--- config.mk ---
export PLATFORM = sky130hd
export DESIGN_NAME = dec_sel_sequencer
export DESIGN_NICKNAME = d
export VERILOG_FILES = /design/src/rtl/dec_sel_sequencer.sv
export SDC_FILE = /design/constraint.sdc
export NUM_CORES = 1
export LEC_CHECK = 0
export CAP_MARGIN = 25
export CORE_MARGIN = 4
export CORE_UTILIZATION = 53
export CTS_BUF_LIST = sky130_fd_sc_hd__clkbuf_4 sky130_fd_sc_hd__clkbuf_8
export CTS_CLUSTER_DIAMETER = 30
export DETAILED_ROUTE_END_ITERATION = 7
export HOLD_SLACK_MARGIN = 0.08
export PLACE_DENSITY = 0.91
export REMOVE_ABC_BUFFERS = 1
export SYNTH_ARGS = -nofsm -noshare
export SYNTH_HDL_FRONTEND = slang
export SYNTH_SLANG_ARGS = --single-unit
export TNS_END_PERCENT = 20
--- constraint.sdc ---
create_clock -name clk -period 2.05 [get_ports clk]
set_clock_uncertainty 0.1 [all_clocks]
set_input_delay 0.41 -clock clk [delete_from_list [all_inputs] [get_ports clk]]
set_output_delay 0.41 -clock clk [all_outputs]
set_load 0.005 [all_outputs]
--- src/rtl/dec_sel_sequencer.sv ---
// Scan sequencer driving the 4-bit select of binDec4to16: steps through the
// latched enable mask, holding each code for dwell_eff cycles.
module dec_sel_sequencer #(
  parameter int DWELL_W = 16
) (
  input  logic               clk,
  input  logic               rst_n,
  input  logic               start,
  input  logic               stop,
  input  logic               mode_cont,
  input  logic [DWELL_W-1:0] dwell,
  input  logic [15:0]        en_mask,
  output logic [3:0]         code,
  output logic               code_valid,
  output logic               busy,
  output logic               done,
  output logic               wrap
);

  typedef enum logic {IDLE, SCAN} state_e;

  state_e             state_q, state_d;
  logic [3:0]         code_q, code_d;
  logic               vld_q, vld_d;
  logic               busy_q, busy_d;
  logic               done_q, done_d;
  logic               wrap_q, wrap_d;
  logic [DWELL_W-1:0] cnt_q, cnt_d;
  logic [DWELL_W-1:0] rel_q, rel_d;   // dwell_eff - 1, reload value
  logic [15:0]        mask_q, mask_d;
  logic               cont_q, cont_d;

  // {found, index} of the lowest set bit
  function automatic logic [4:0] lowest(input logic [15:0] v);
    lowest = '0;
    for (int i = 15; i >= 0; i--)
      if (v[i]) lowest = {1'b1, 4'(i)};
  endfunction

  logic [4:0] first_in, first_lat, next_lat;
  assign first_in  = lowest(en_mask);
  assign first_lat = lowest(mask_q);
  assign next_lat  = lowest(mask_q & (16'hFFFE << code_q));

  always_comb begin
    state_d = state_q;
    code_d  = code_q;
    vld_d   = vld_q;
    busy_d  = busy_q;
    done_d  = 1'b0;
    wrap_d  = 1'b0;
    cnt_d   = cnt_q;
    rel_d   = rel_q;
    mask_d  = mask_q;
    cont_d  = cont_q;
    case (state_q)
      IDLE: begin
        if (start && !stop && first_in[4]) begin
          state_d = SCAN;
          mask_d  = en_mask;
          cont_d  = mode_cont;
          rel_d   = (dwell == '0) ? '0 : dwell - DWELL_W'(1);
          cnt_d   = (dwell == '0) ? '0 : dwell - DWELL_W'(1);
          code_d  = first_in[3:0];
          vld_d   = 1'b1;
          busy_d  = 1'b1;
        end
      end
      SCAN: begin
        // stop wins over a coincident advance
        if (stop) begin
          state_d = IDLE;
          code_d  = '0;
          vld_d   = 1'b0;
          busy_d  = 1'b0;
        end else if (cnt_q != '0) begin
          cnt_d = cnt_q - DWELL_W'(1);
        end else if (next_lat[4]) begin
          code_d = next_lat[3:0];
          cnt_d  = rel_q;
        end else if (cont_q) begin
          code_d = first_lat[3:0];
          cnt_d  = rel_q;
          wrap_d = 1'b1;
        end else begin
          state_d = IDLE;
          code_d  = '0;
          vld_d   = 1'b0;
          busy_d  = 1'b0;
          done_d  = 1'b1;
        end
      end
      default: state_d = IDLE;
    endcase
  end

  always_ff @(posedge clk or negedge rst_n) begin
    if (!rst_n) begin
      state_q <= IDLE;
      code_q  <= '0;
      vld_q   <= 1'b0;
      busy_q  <= 1'b0;
      done_q  <= 1'b0;
      wrap_q  <= 1'b0;
      cnt_q   <= '0;
      rel_q   <= '0;
      mask_q  <= '0;
      cont_q  <= 1'b0;
    end else begin
      state_q <= state_d;
      code_q  <= code_d;
      vld_q   <= vld_d;
      busy_q  <= busy_d;
      done_q  <= done_d;
      wrap_q  <= wrap_d;
      cnt_q   <= cnt_d;
      rel_q   <= rel_d;
      mask_q  <= mask_d;
      cont_q  <= cont_d;
    end
  end

  assign code       = code_q;
  assign code_valid = vld_q;
  assign busy       = busy_q;
  assign done       = done_q;
  assign wrap       = wrap_q;

endmodule

==> impl_metrics.env, run 1 <==
export IMPL_grt_overflow_total=0
export IMPL_cts_root_buf="clkbuf_8"
export IMPL_placementRows=31
export IMPL_cts_htree_levels=3
export IMPL_yosysMostFrequentCell="nand2_1"
export IMPL_grt_first_pass_wirelength_um=30300
export IMPL_hold_viol=0
export IMPL_clkSlewWorstSetupHoldPaths_ns=0.08
export IMPL_grt_use_total_pct=44.5
export IMPL_count_of_flip_flops_with_a_built_in_enable_after_synthesis=0
export IMPL_design_final_nets=708
export IMPL_critical_path_cell_chain="buf_6, nand3_1, a22o_1, nor4bb_4, buf_4, a32oi_4, buf_6, buf_8, buf_8, a21oi_2"
export IMPL_final_period_minus_worst_setup_slack_ns=2.86
export IMPL_worst_endpoint_required_ns=2.22
export IMPL_critical_path_buf_inv_count=5
export IMPL_dp_hpwl_um=10000
export IMPL_critical_path_slowest_cell="nor4bb_4"
export IMPL_leakage_power_total_nw=2.89
export IMPL_final_fill_count=339
export IMPL_grt_start_max_net_pins=58
export IMPL_cp_end_kind="flip-flop"
export IMPL_pre_cts_worst_setup_slack_ns=-0.718
export IMPL_via_count_of_the_first_global_routing_pass=5649
export IMPL_worst_r2r_path_depth=10
export IMPL_detail_route_drc_violations=179
export IMPL_run_status="finished, violations left"
export IMPL_setup_violations_final=39
export IMPL_route_final_wire_length_um=23500
export IMPL_irDropWorstVdd_mv=0.663
export IMPL_final_layout_size_suffix_gt1_share_pct=39.5
export IMPL_setup_slack_ns=-0.815
export IMPL_cts_buffers=9
export IMPL_critical_path_max_fanout=8
export IMPL_io_pins=45
export IMPL_core_area_mm2=0.00737
export IMPL_yosys_cell_types_count=78
export IMPL_cts_sink_count=57
export IMPL_via_per_inst=7.65
export IMPL_numPortBuffers=44
export IMPL_min_period_over_period_pct=140
export IMPL_syn_instance_count=481
export IMPL_critical_path_cell_count=10
export IMPL_yosysWarnings=0
export IMPL_seq_area_mm2=0.00144
export IMPL_length_of_the_first_detailed_routing_pass_in_iterations=8
export IMPL_final_max_slew_violation_count=0
export IMPL_netlist_top_cells_count="77 x nand2_1, 57 x dfrtp_1, 41 x nor2_1"
export IMPL_worstMarginPinSlew_ns=0.708
export IMPL_cp_arrival_ns=3.03
export IMPL_die_y_um=95.6
export IMPL_synth_cell_area_mm2=0.00407
export IMPL_total_power_mw=5.58
export IMPL_synth_top_cell_by_area="dfrtp_1"
export IMPL_drt_iter0_drc=1502
export IMPL_die_area_mm2=0.00915
export IMPL_routed_via_count=5913
export IMPL_clk_insertion_delay_late_ns=0.38
export IMPL_ys_dominant_reg_cell="dfrtp_1"
export IMPL_holdCritPathClass="in2reg"
export IMPL_grt_antenna_before_repair=3
export IMPL_p_per_area_mw_per_mm2=873
export IMPL_die_w_um=95.6
export IMPL_worstSetupPathType="reg2reg"
export IMPL_max_slew_margin_rel_pct=52.4
export IMPL_timing_hold_worst_path_depth=3
export IMPL_yosysTopAreaCellShare_pct=35.0
export IMPL_worst_path_max_stage_delay_ns=0.46
export IMPL_gpl_final_weighted_congestion=0.986
export IMPL_cts_path_max_buffers=2
export IMPL_tritoncts="built"
export IMPL_synth_yosys_seq_area_share_pct=35.0
export IMPL_fmax_mhz=349
export IMPL_synth_top_cells_by_area="dfrtp_1 35%, nand2_1 7.1%, nor2_1 3.8%, o21ai_0 3.4%, a21oi_1 2.7%"
export IMPL_post_drt_wl_per_cell_um=30.4
export IMPL_drtAntennaViolNets=0
export IMPL_floorplan_initialDensity_pct=55.2
export IMPL_multi_input_area_mm2=0.00282
export IMPL_drv_max_cap_violation_count=0
export IMPL_area_growth_synth_to_final_pct=57.1
export IMPL_crit_path_start_kind="flip-flop"
export IMPL_rsz0062_at_grt="yes"
export IMPL_postSynthRegisterBits=57
export IMPL_violations="DRC, setup timing"
export IMPL_postSynthAreaPerCell_um2=8.46
export IMPL_path_delay_family="buffers and inverters"
export IMPL_synthArstFlopShare_pct=100
[what timing repair did]
item	4_1_cts	5_1_grt
hold buffers	1	0
setup endpoints to repair	58	49
pin swaps	17	18
gates resized for setup	65	78
setup buffers	21	21
cloned	1	0
endpoints found under the hold margin	57	0
[worst min-delay path: stages]
cell and delay, ns:
dlymetal6s2s_1 0.12, buf_4 0.17, o41ai_1 0.08
[area by class of cell]
| class | count | share of cell area, % |
|---|---|---|
| multi-input combinational | 384 | 44.1 |
| timing repair buffer | 202 | 27.2 |
| sequential | 57 | 22.4 |
| clock buffer | 12 | 2.58 |
| tap | 99 | 1.94 |
| inverter | 14 | 0.881 |
| clock inverter | 4 | 0.783 |
| antenna | 1 | 0.0391 |
[flip-flops by register name, summed over array words and instances, names as in the netlist]
signal,count
rel_q,16
done,1
wrap,1
cnt_q,16
cont_q,1
mask_q,16
busy,1
state_q,1
code,4
[cell usage in the layout, fill, tap and decap left out, drive strengths merged, types with 4 or more instances in the layout]
| master | count |
|---|---|
| a211oi | 7 |
| a21o | 4 |
| a21oi | 22 |
| a31oi | 5 |
| and3 | 5 |
| buf | 158 |
| clkbuf | 12 |
| clkdlybuf4s50 | 16 |
| dfrtp | 57 |
| dlygate4sd2 | 17 |
| dlymetal6s2s | 9 |
| inv | 13 |
| mux2i | 4 |
| nand2 | 77 |
| nand2b | 11 |
| nand3 | 13 |
| nand4 | 7 |
| nor2 | 41 |
| nor2b | 4 |
| nor3 | 12 |
| nor3b | 5 |
| nor4 | 17 |
| o211ai | 14 |
| o21a | 11 |
| o21ai | 31 |
| o31ai | 12 |
| or3 | 8 |
| or4 | 4 |
| xnor2 | 5 |
| xor2 | 6 |
[where the power goes]
part	internal [mW]	total (mW)	leakage, nW	switching (mW)
sequential	1.37	1.71	0.685	0.336
combinational	1.18	2.68	2.10	1.50
clock	0.658	1.20	0.105	0.538
[path summary, 6_finish.rpt]
kind / startpoint / endpoint / slack, ns
max: code[2] / cnt_q[10] / -0.81
min: dwell[0] / rel_q[0] / 0.35
max reg2reg: code[2] / cnt_q[10] / -0.81
min reg2reg: rel_q[13] / rel_q[13] / 0.41
max in group asynchronous: rst_n / code[0] / 1.08
min in group asynchronous: rst_n / rel_q[1] / 0.47
[through the flow]
step           TNS [ns]  cell area [µm²]  utilization (%)  hold WS, ns  instances
6_report         -15.79             6390             86.8        0.349        773
4_1_cts           -3.24             5990             81.3        0.386        752
3_3_place_gp     -24.10             5400             73.3        0.331        714
5_1_grt          -22.02             6390             86.8        0.378        773
2_1_floorplan    -34.97             3930                -       0.0144        455
3_5_place_dp     -25.59             5400             73.3        0.333        714
[per-layer routing]
layer / global-route usage [%] / up-vias / share of wire (%)
li1: - / 2168 / -
met1: 49.6 / 2638 / 30
met2: 67.0 / 713 / 41
met3: 16.9 / 392 / 15
met4: 36.3 / 2 / 14
met5: 3.57 / - / 0.081
[kinds of logic after synthesis]
logic type               after synthesis  share of synthesized area [%]
buffers and inverters                 40                           4.67
flip-flops                            57                           35.0
AND/OR/NAND/NOR                      217                           29.1
XOR/XNOR                              11                           2.37
AO/OA/AOI/OAI                        146                           26.1
adder cells (fa/ha/maj)                3                          0.922
multiplexers                           7                           1.81
Note: power is estimated with default switching activity, not from simulation.
==> inputs of run 2 (changes only) <==
--- a/config.mk
+++ b/config.mk
@@ -5,14 +5,17 @@
 export SDC_FILE = /design/constraint.sdc
 export NUM_CORES = 1
 export LEC_CHECK = 0
+export ABC_AREA = 0
 export CAP_MARGIN = 25
+export CELL_PAD_IN_SITES_DETAIL_PLACEMENT = 0
+export CELL_PAD_IN_SITES_GLOBAL_PLACEMENT = 1
 export CORE_MARGIN = 4
-export CORE_UTILIZATION = 53
+export CORE_UTILIZATION = 44
 export CTS_BUF_LIST = sky130_fd_sc_hd__clkbuf_4 sky130_fd_sc_hd__clkbuf_8
 export CTS_CLUSTER_DIAMETER = 30
 export DETAILED_ROUTE_END_ITERATION = 7
 export HOLD_SLACK_MARGIN = 0.08
-export PLACE_DENSITY = 0.91
+export PLACE_DENSITY = 0.94
 export REMOVE_ABC_BUFFERS = 1
 export SYNTH_ARGS = -nofsm -noshare
 export SYNTH_HDL_FRONTEND = slang
==> constraint.sdc (replaced) <==
create_clock -name clk -period 2.9 [get_ports clk]
set_clock_uncertainty 0.1 [all_clocks]
set_input_delay 0.58 -clock clk [delete_from_list [all_inputs] [get_ports clk]]
set_output_delay 0.58 -clock clk [all_outputs]
set_load 0.005 [all_outputs]
==> impl_metrics.env, run 2 (synthesis results as in run 1) <==
export IMPL_drv_max_cap_violation_count=0
export IMPL_grt_start_max_net_pins=33
export IMPL_max_slew_margin_rel_pct=69.2
export IMPL_final_period_minus_worst_setup_slack_ns=2.59
export IMPL_gpl_final_weighted_congestion=0.891
export IMPL_clock_power_share_pct=29.9
export IMPL_flop_pwr_share_pct=39.5
export IMPL_cts_root_buf="clkbuf_8"
export IMPL_routed_via_count=3943
export IMPL_most_used_cells_in_the_layout_excluding_fill_and_tap_cells="77 x nand2_1, 57 x dfrtp_1, 43 x clkdlybuf4s50_1"
export IMPL_worst_endpoint_required_ns=3.07
export IMPL_cp_end_kind="flip-flop"
export IMPL_run_status="finished, final reports clean"
export IMPL_min_period_over_period_pct=89.4
export IMPL_critical_path_cell_chain="clkdlybuf4s50_1, nor4_1, nand4_1, a311oi_2, a32oi_2, buf_12, o311ai_2, o21a_1"
export IMPL_die_area_mm2=0.0109
export IMPL_reg_top3="cnt_q: 16 flops, mask_q: 16 flops, rel_q: 16 flops"
export IMPL_cts_setup_buffers=0
export IMPL_rsz0062_at_grt="no"
export IMPL_stdcell_count=661
export IMPL_clkSlewWorstSetupHoldPaths_ns=0.06
export IMPL_area_growth_synth_to_final_pct=24.1
export IMPL_cp_arrival_ns=2.76
export IMPL_drtAntennaViolNets=0
export IMPL_hold_viol=0
export IMPL_post_cts_resized=0
export IMPL_worst_r2r_path_depth=7
export IMPL_worst_path_max_stage_delay_ns=0.48
export IMPL_worstSetupPathType="in2reg"
export IMPL_core_area_mm2=0.00885
export IMPL_critical_path_slowest_cell="clkdlybuf4s50_1"
export IMPL_crit_path_start_kind="input pin"
export IMPL_design_final_nets=588
export IMPL_fmax_mhz=386
export IMPL_grt_use_total_pct=21.1
export IMPL_antenna_cells=0
export IMPL_cts_path_max_buffers=2
export IMPL_leakage_power_total_nw=2.08
export IMPL_total_switching_power_mw=1.07
export IMPL_length_of_the_first_detailed_routing_pass_in_iterations=5
export IMPL_numPortBuffers=44
export IMPL_grt_antenna_before_repair=0
export IMPL_post_drt_wl_per_cell_um=16.8
export IMPL_timing_hold_worst_path_depth=2
export IMPL_setup_violations_final=0
export IMPL_floorplan_initialDensity_pct=46.0
export IMPL_grt_overflow_total=0
export IMPL_detail_route_drc_violations=0
export IMPL_drt_iter0_drc=311
export IMPL_grt_first_pass_wirelength_um=18900
export IMPL_final_layout_size_suffix_gt1_share_pct=15.0
export IMPL_cts_buffers=9
export IMPL_tritoncts="built"
export IMPL_placementRows=34
export IMPL_p_per_area_mw_per_mm2=614
export IMPL_io_pins=45
export IMPL_worstMarginPinSlew_ns=0.458
export IMPL_final_max_slew_violation_count=0
export IMPL_holdBufCountCts=1
export IMPL_mostFrequentLayoutCell="nand2_1"
export IMPL_total_power_mw=3.10
export IMPL_via_per_inst=5.97
export IMPL_internal_power_mw=2.03
export IMPL_via_count_of_the_first_global_routing_pass=3804
export IMPL_swShare_pct=34.5
export IMPL_dp_hpwl_um=8460
export IMPL_holdCritPathClass="reg2reg"
export IMPL_die_w_um=104
export IMPL_cts_sink_count=57
export IMPL_irDropWorstVdd_mv=0.262
export IMPL_critical_path_max_fanout=24
export IMPL_combPwrFrac_pct=30.6
export IMPL_cts_htree_levels=3
export IMPL_route_final_wire_length_um=11100
export IMPL_placedCellCount=644
export IMPL_clk_insertion_delay_late_ns=0.33
export IMPL_die_y_um=104
-- run 2: cell count changes in the layout (fill, tap and decap cells not counted), sizes merged --
cell,change
clkbuf,-1
clkinvlp,-2
dlymetal6s2s,-9
clkdlybuf4s50,+27
clkinv,+1
buf,-120
diode,-1
clkdlybuf4s15,-1
bufinv,+2
dlygate4sd2,-17
-- run 2: critical path: cells and delay by family --
kind | cells | cell delay [ns]
AO/OA/AOI/OAI | 4 | 0.75
buffers and inverters | 2 | 0.70
AND/OR/NAND/NOR | 2 | 0.72
-- run 2: area by class of cell --
type	count	area [µm²]
Fill cell	785	3800
Multi-Input combinational cell	384	2450
Sequential cell	57	1430
Timing Repair Buffer	82	736
Clock buffer	11	145
Tap cell	108	135
Clock inverter	5	103
Inverter	14	52.6
-- run 2: through the flow --
step | utilization [%] | worst slack [ns] | setup TNS [ns] | hold slack [ns] | cell area [µm²]
6_report | 57.1 | 0.309 | 0 | 0.380 | 5050
3_5_place_dp | 54.2 | -0.00155 | -0.00155 | 0.368 | 4790
2_1_floorplan | - | -0.748 | -9.86 | 0.184 | 3930
5_1_grt | 57.1 | 0.148 | 0 | 0.394 | 5050
3_3_place_gp | 54.2 | 0.0205 | 0 | 0.358 | 4790
4_1_cts | 57.1 | 0.329 | 0 | 0.382 | 5050
-- run 2: power groups by stage --
stage / registers [mW] / logic, mW / clock network (mW)
global placement: 1.22 / 0.918 / 0
detailed placement: 1.23 / 0.941 / 0
global route: 1.25 / 1.05 / 0.983
finish: 1.23 / 0.951 / 0.927
floorplan: 1.18 / 0.606 / 0
CTS: 1.22 / 0.948 / 0.944
-- run 2: worst paths after layout --
kind                             startpoint  slack, ns         to
worst min register to register    rel_q[10]       0.38  rel_q[10]
max in group asynchronous             rst_n       1.43    code[2]
worst min-delay path              rel_q[10]       0.38  rel_q[10]
worst max-delay path            en_mask[10]       0.31   cnt_q[1]
min in group asynchronous             rst_n       0.59   rel_q[1]
worst max register to register      code[0]       0.43   cnt_q[1]
-- run 2: layer usage --
| metal | GRT usage [%] | wire length [µm] | up-vias |
|---|---|---|---|
| met5 | 0 | 0 | - |
| met4 | 6.46 | 153 | 0 |
| met3 | 3.48 | 560 | 15 |
| met2 | 32.3 | 4980 | 121 |
| met1 | 30.6 | 5400 | 1890 |
| li1 | - | - | 1917 |
==> inputs of run 3 (changes only) <==
--- a/config.mk
+++ b/config.mk
@@ -10,12 +10,11 @@
 export CELL_PAD_IN_SITES_DETAIL_PLACEMENT = 0
 export CELL_PAD_IN_SITES_GLOBAL_PLACEMENT = 1
 export CORE_MARGIN = 4
-export CORE_UTILIZATION = 44
-export CTS_BUF_LIST = sky130_fd_sc_hd__clkbuf_4 sky130_fd_sc_hd__clkbuf_8
+export CORE_UTILIZATION = 43
 export CTS_CLUSTER_DIAMETER = 30
 export DETAILED_ROUTE_END_ITERATION = 7
 export HOLD_SLACK_MARGIN = 0.08
-export PLACE_DENSITY = 0.94
+export PLACE_DENSITY = 0.92
 export REMOVE_ABC_BUFFERS = 1
 export SYNTH_ARGS = -nofsm -noshare
 export SYNTH_HDL_FRONTEND = slang
==> impl_metrics.env, run 3 (synthesis results as in run 1) <==
export IMPL_min_period_over_period_pct=91.1
export IMPL_fmax_mhz=378
export IMPL_holdCritPathClass="in2async"
export IMPL_route_final_wire_length_um=11400
export IMPL_tritoncts="built"
export IMPL_die_w_um=105
export IMPL_placementRows=35
export IMPL_critical_path_buf_inv_count=1
export IMPL_final_layout_size_suffix_gt1_share_pct=15.2
export IMPL_clk_insertion_delay_late_ns=0.35
export IMPL_critical_path_cell_chain="o21ai_0, a32o_1, nor4_2, a32oi_2, buf_12, mux2_2"
export IMPL_mostFrequentLayoutCell="nand2_1"
export IMPL_rsz0062_at_grt="no"
export IMPL_cts_root_buf="clkbuf_8"
export IMPL_pre_cts_worst_setup_slack_ns=-0.0264
export IMPL_drv_max_cap_violation_count=0
export IMPL_multi_input_area_mm2=0.00245
export IMPL_max_slew_margin_rel_pct=49.6
export IMPL_irDropWorstVdd_mv=0.209
export IMPL_worstSetupPathType="reg2reg"
export IMPL_leakage_power_total_nw=2.06
export IMPL_die_area_mm2=0.0111
export IMPL_grt_overflow_total=0
export IMPL_post_drt_wl_per_cell_um=16.7
export IMPL_worst_hold_slack_ns=0.262
export IMPL_crit_path_start_kind="flip-flop"
export IMPL_area_growth_synth_to_final_pct=24.2
export IMPL_worst_path_max_stage_delay_ns=0.72
export IMPL_critical_path_slowest_cell="dfrtp_1"
export IMPL_drt_iter0_drc=228
export IMPL_run_status="finished, final reports clean"
export IMPL_die_y_um=105
export IMPL_final_period_minus_worst_setup_slack_ns=2.64
export IMPL_core_area_mm2=0.00924
export IMPL_grt_first_pass_wirelength_um=19000
export IMPL_stdcell_count=683
export IMPL_gpl_final_weighted_congestion=0.893
export IMPL_cts_buffers=9
export IMPL_drtAntennaViolNets=0
export IMPL_final_fill_count=839
export IMPL_placedCellCount=667
export IMPL_floorplan_initialDensity_pct=44.0
export IMPL_reg2reg_from="code[1]"
export IMPL_path_delay_family="compound AO/OA/AOI/OAI gates"
export IMPL_seq_area_mm2=0.00143
export IMPL_grt_use_total_pct=20.9
export IMPL_clkSlewWorstSetupHoldPaths_ns=0.08
export IMPL_detail_route_drc_violations=0
export IMPL_worst_endpoint_required_ns=3.03
export IMPL_worst_r2r_path_depth=6
export IMPL_cts_path_max_buffers=2
export IMPL_design_final_nets=589
export IMPL_via_per_inst=5.78
export IMPL_reg_top3="cnt_q: 16 flops, mask_q: 16 flops, rel_q: 16 flops"
export IMPL_hold_viol=0
export IMPL_dp_hpwl_um=8370
export IMPL_antenna_cells=0
export IMPL_numPortBuffers=44
export IMPL_routed_via_count=3948
export IMPL_setup_slack_ns=0.257
export IMPL_holdBufCountCts=0
export IMPL_length_of_the_first_detailed_routing_pass_in_iterations=5
export IMPL_critical_path_max_fanout=18
export IMPL_cts_setup_buffers=0
export IMPL_worstMarginPinSlew_ns=0.756
export IMPL_r2r_end="cnt_q[5]"
export IMPL_cp_arrival_ns=2.78
export IMPL_via_count_of_the_first_global_routing_pass=3804
export IMPL_post_cts_resized=0
export IMPL_io_pins=45
export IMPL_cp_end_kind="flip-flop"
export IMPL_grt_start_max_net_pins=58
export IMPL_grt_antenna_before_repair=0
export IMPL_cts_htree_levels=3
export IMPL_timing_reg2reg_setup_slack_ns=0.26
export IMPL_cts_sink_count=57
export IMPL_setup_violations_final=0
export IMPL_final_max_slew_violation_count=0
export IMPL_p_per_area_mw_per_mm2=579
export IMPL_most_used_cells_in_the_layout_excluding_fill_and_tap_cells="77 x nand2_1, 57 x dfrtp_1, 43 x clkdlybuf4s50_1"
run 3: worst max path at each step:
stage	start	endpoint	slack (ns)	cells past startpoint
after global routing	code[1]	cnt_q[5]	0.16	6
after global placement	en_mask[14]	cnt_q[5]	0.003	8
after CTS	code[1]	cnt_q[5]	0.30	6
final	code[1]	cnt_q[5]	0.26	6
after detailed placement	en_mask[13]	cnt_q[5]	-0.03	8
after floorplan	state_q	cnt_q[11]	-0.75	5
run 3: power by group:
group / internal [mW] / switching, mW / total [mW]
Combinational: 0.463 / 0.471 / 0.934
Sequential: 0.963 / 0.275 / 1.24
Clock: 0.400 / 0.357 / 0.756
run 3: through the flow:
stage	setup TNS, ns	power (mW)	util [%]	cell area (µm²)
CTS	0	2.93	54.7	5060
global route	0	3.12	54.7	5060
global placement	0	2.14	52.6	4860
floorplan	-9.86	1.79	-	3930
finish	0	2.93	54.7	5060
detailed placement	-0.0448	2.17	52.6	4860
run 3: layout make-up:
cell class | instances | area share, %
Multi-Input combinational cell | 384 | 48.5
Clock buffer | 10 | 2.52
Tap cell | 129 | 3.19
Sequential cell | 57 | 28.2
Inverter | 14 | 1.04
Timing Repair Buffer | 83 | 15.1
Clock inverter | 6 | 1.36
run 3: worst reg2reg max path, cell delays in order, from the launching register on:
cell and delay, ns:
dfrtp_1 0.72, o21ai_0 0.23, a32o_1 0.34, nor4_2 0.44
a32oi_2 0.23, buf_12 0.20, mux2_2 0.27
run 3: metal layers:
layer	global-route usage (%)	share of wire [%]	up-vias
met5	0	0	-
met4	7.69	2.0	0
met3	3.00	5.7	23
met2	32.5	46	138
met1	29.7	46	1859
li1	-	-	1928
==> variant, RTL diff (settings of run 3) <==
Add an input register stage for `mode_cont`; this delays it by one clock. The other inputs are not delayed to match.
--- a/src/rtl/dec_sel_sequencer.sv
+++ b/src/rtl/dec_sel_sequencer.sv
@@ -18,6 +18,12 @@
 );
 
   typedef enum logic {IDLE, SCAN} state_e;
+
+  logic mode_cont_q;
+
+  always_ff @(posedge clk) begin
+    mode_cont_q <= mode_cont;
+  end
 
   state_e             state_q, state_d;
   logic [3:0]         code_q, code_d;
@@ -58,7 +64,7 @@
         if (start && !stop && first_in[4]) begin
           state_d = SCAN;
           mask_d  = en_mask;
-          cont_d  = mode_cont;
+          cont_d  = mode_cont_q;
           rel_d   = (dwell == '0) ? '0 : dwell - DWELL_W'(1);
           cnt_d   = (dwell == '0) ? '0 : dwell - DWELL_W'(1);
           code_d  = first_in[3:0];
Behaviour: not the same (a bounded check fails within 4 cycles, from zero or initial values and one cycle with rst_n low).
==> variant against run 3 <==
Global-route usage is 0.24 points lower; sequential share of layout area is 0.46 points higher; setup slack got worse by 230 ps; synthesized area down 2.6%; sequential cell count increased by 1; power rose by 7.3%; routed wire length shrank 2.1%; design area shrank 0.22%; critical path type is now input pin to flip-flop; critical endpoint is now cnt_q[14]; largest cell class unchanged.
==> variant: results (changes against run 3) <==
stage,metric,value,unit,change
grt,met2 Track Usage GR,32.22,%,-0.29 points
placed_design,HPWL Detailed,8.697,mm,+4.0%
drt,initial DRC count,277,,+21%
grt,M3 GR Usage,2.421,%,-0.58 points
placed_design,DP Worst Slack,-246.2,ps,-219.8 ps
worst_setup_path,worst-path maximum fanout,2,,-16
cts,H-tree depth,3,,unchanged
final_layout,Final Non-Filler Cells,654,,-4.2%
drt,drt via density,6.024,,+4.2%
pwr,Max IR drop VDD,0.3199,mV,+53%
grt,largest net degree at the start of global routing,31,,-47%
yosys,yosys warns,0,,unchanged
yosys,Gate Count Post-Synth,454,,-5.6%
final_layout,layout cells sized above 1,21.25,%,+6.1 points
final_layout,#MultiIn Comb,357,,-7.0%
placed_design,Inst Count DP,637,,-4.5%
final_layout,fillcell total,808,,-3.7%
final_layout,Seq/total area,28.67,%,+0.46 points
placed_design,GPL Wtd Cong,0.9276,,+3.8%
yosys,commonest cells in the netlist,"57 x dfrtp_1, 53 x nand2_1, 41 x nor2_1",,
worst_setup_path,crit-path max cell delay,430,ps,-290 ps
final_layout,Storage cell area,1446,um2,+1.4%
final_layout,ClkCell Share,3.919,%,+0.033 points
sta,Min Hold Slack,177.3,ps,-84.36 ps
final_layout,Multi-input gate area,2337,um2,-4.7%
yosys,register area share after synthesis,36.49,%,+1.4 points
yosys,Netlist cell types,76,,-2.6%
worst_setup_path,top cell family by delay on the critical path,simple AND/OR/NAND/NOR gates,,
grt,vias in the first global route,3816,,+0.32%
final_layout,Non-clock buffers,101,,+22%
worst_setup_path,reg2reg path depth,8,,+2
grt,routing usage on met1,29.78,%,+0.099 points
final_layout,final-layout clock buffer total,14,,+4
drt,met3 WL,635,um,-2.3%
pwr,Leak,0.002099,uW,+1.7%
worst_setup_path,Reg2Reg Setup Slack,170,ps,-90 ps
placed_design,Post-DP Area,4840,um2,-0.41%
grt,global-route wire length before repair,18.64,mm,-1.7%
sta,fin crit share,99.17,%,+8.0 points
drt,Met2 Wirelength,5.078,mm,-2.8%
grt,GR Util All Layers,20.71,%,-0.24 points
yosys,"top cells by area, synth","dfrtp_1 36%, mux2_2 6.8%, nand2_1 5.0%",,
final_layout,Nets,581,,-1.4%
sta,worst-margin pin slew,672.4,ps,-83.58 ps
worst_setup_path,CP max stage cell,clkdlybuf4s50_1,,
worst_setup_path,worst r2r src,cnt_q[0],,
yosys,asr flop ratio synth,98.28,%,-1.7 points
outcome,outcome,completed,,
yosys,Yosys reg bits,58,,+1.8%
drt,M1 WL,5.200,mm,-1.5%
cts,Worst-Skew Late Latency,330,ps,-20 ps
floorplanning,FP Rows,34,,-2.9%
drt,Post-Route WL,11.14,mm,-2.1%
==> variant: cell families after synthesis <==
logic type | count (synthesis) | share of synthesized area, %
multiplexers | 31 | 8.870
flip-flops | 58 | 36.49
XOR/XNOR | 16 | 3.535
AND/OR/NAND/NOR | 181 | 23.58
AO/OA/AOI/OAI | 126 | 21.78
adder cells (fa/ha/maj) | 3 | 0.9471
buffers and inverters | 39 | 4.798
==> variant: power breakdown <==
group          internal (uW)  switching [uW]
combinational            560             544
sequential              1010             277
clock                    444             311
total                   2010            1130
==> variant: worst max path at each step <==
stage,start,end,depth (start not counted)
finish,dwell[1],cnt_q[14],9
global placement,dwell[0],cnt_q[14],9
CTS,dwell[1],cnt_q[14],9
detailed placement,dwell[1],cnt_q[14],9
floorplan,en_mask[7],cnt_q[13],4
global route,dwell[1],cnt_q[14],9
==> variant: repair_timing <==
action                                  CTS  global route
setup buffers                             0             1
endpoints found under the setup margin    0             1
endpoints found under the hold margin     0             0
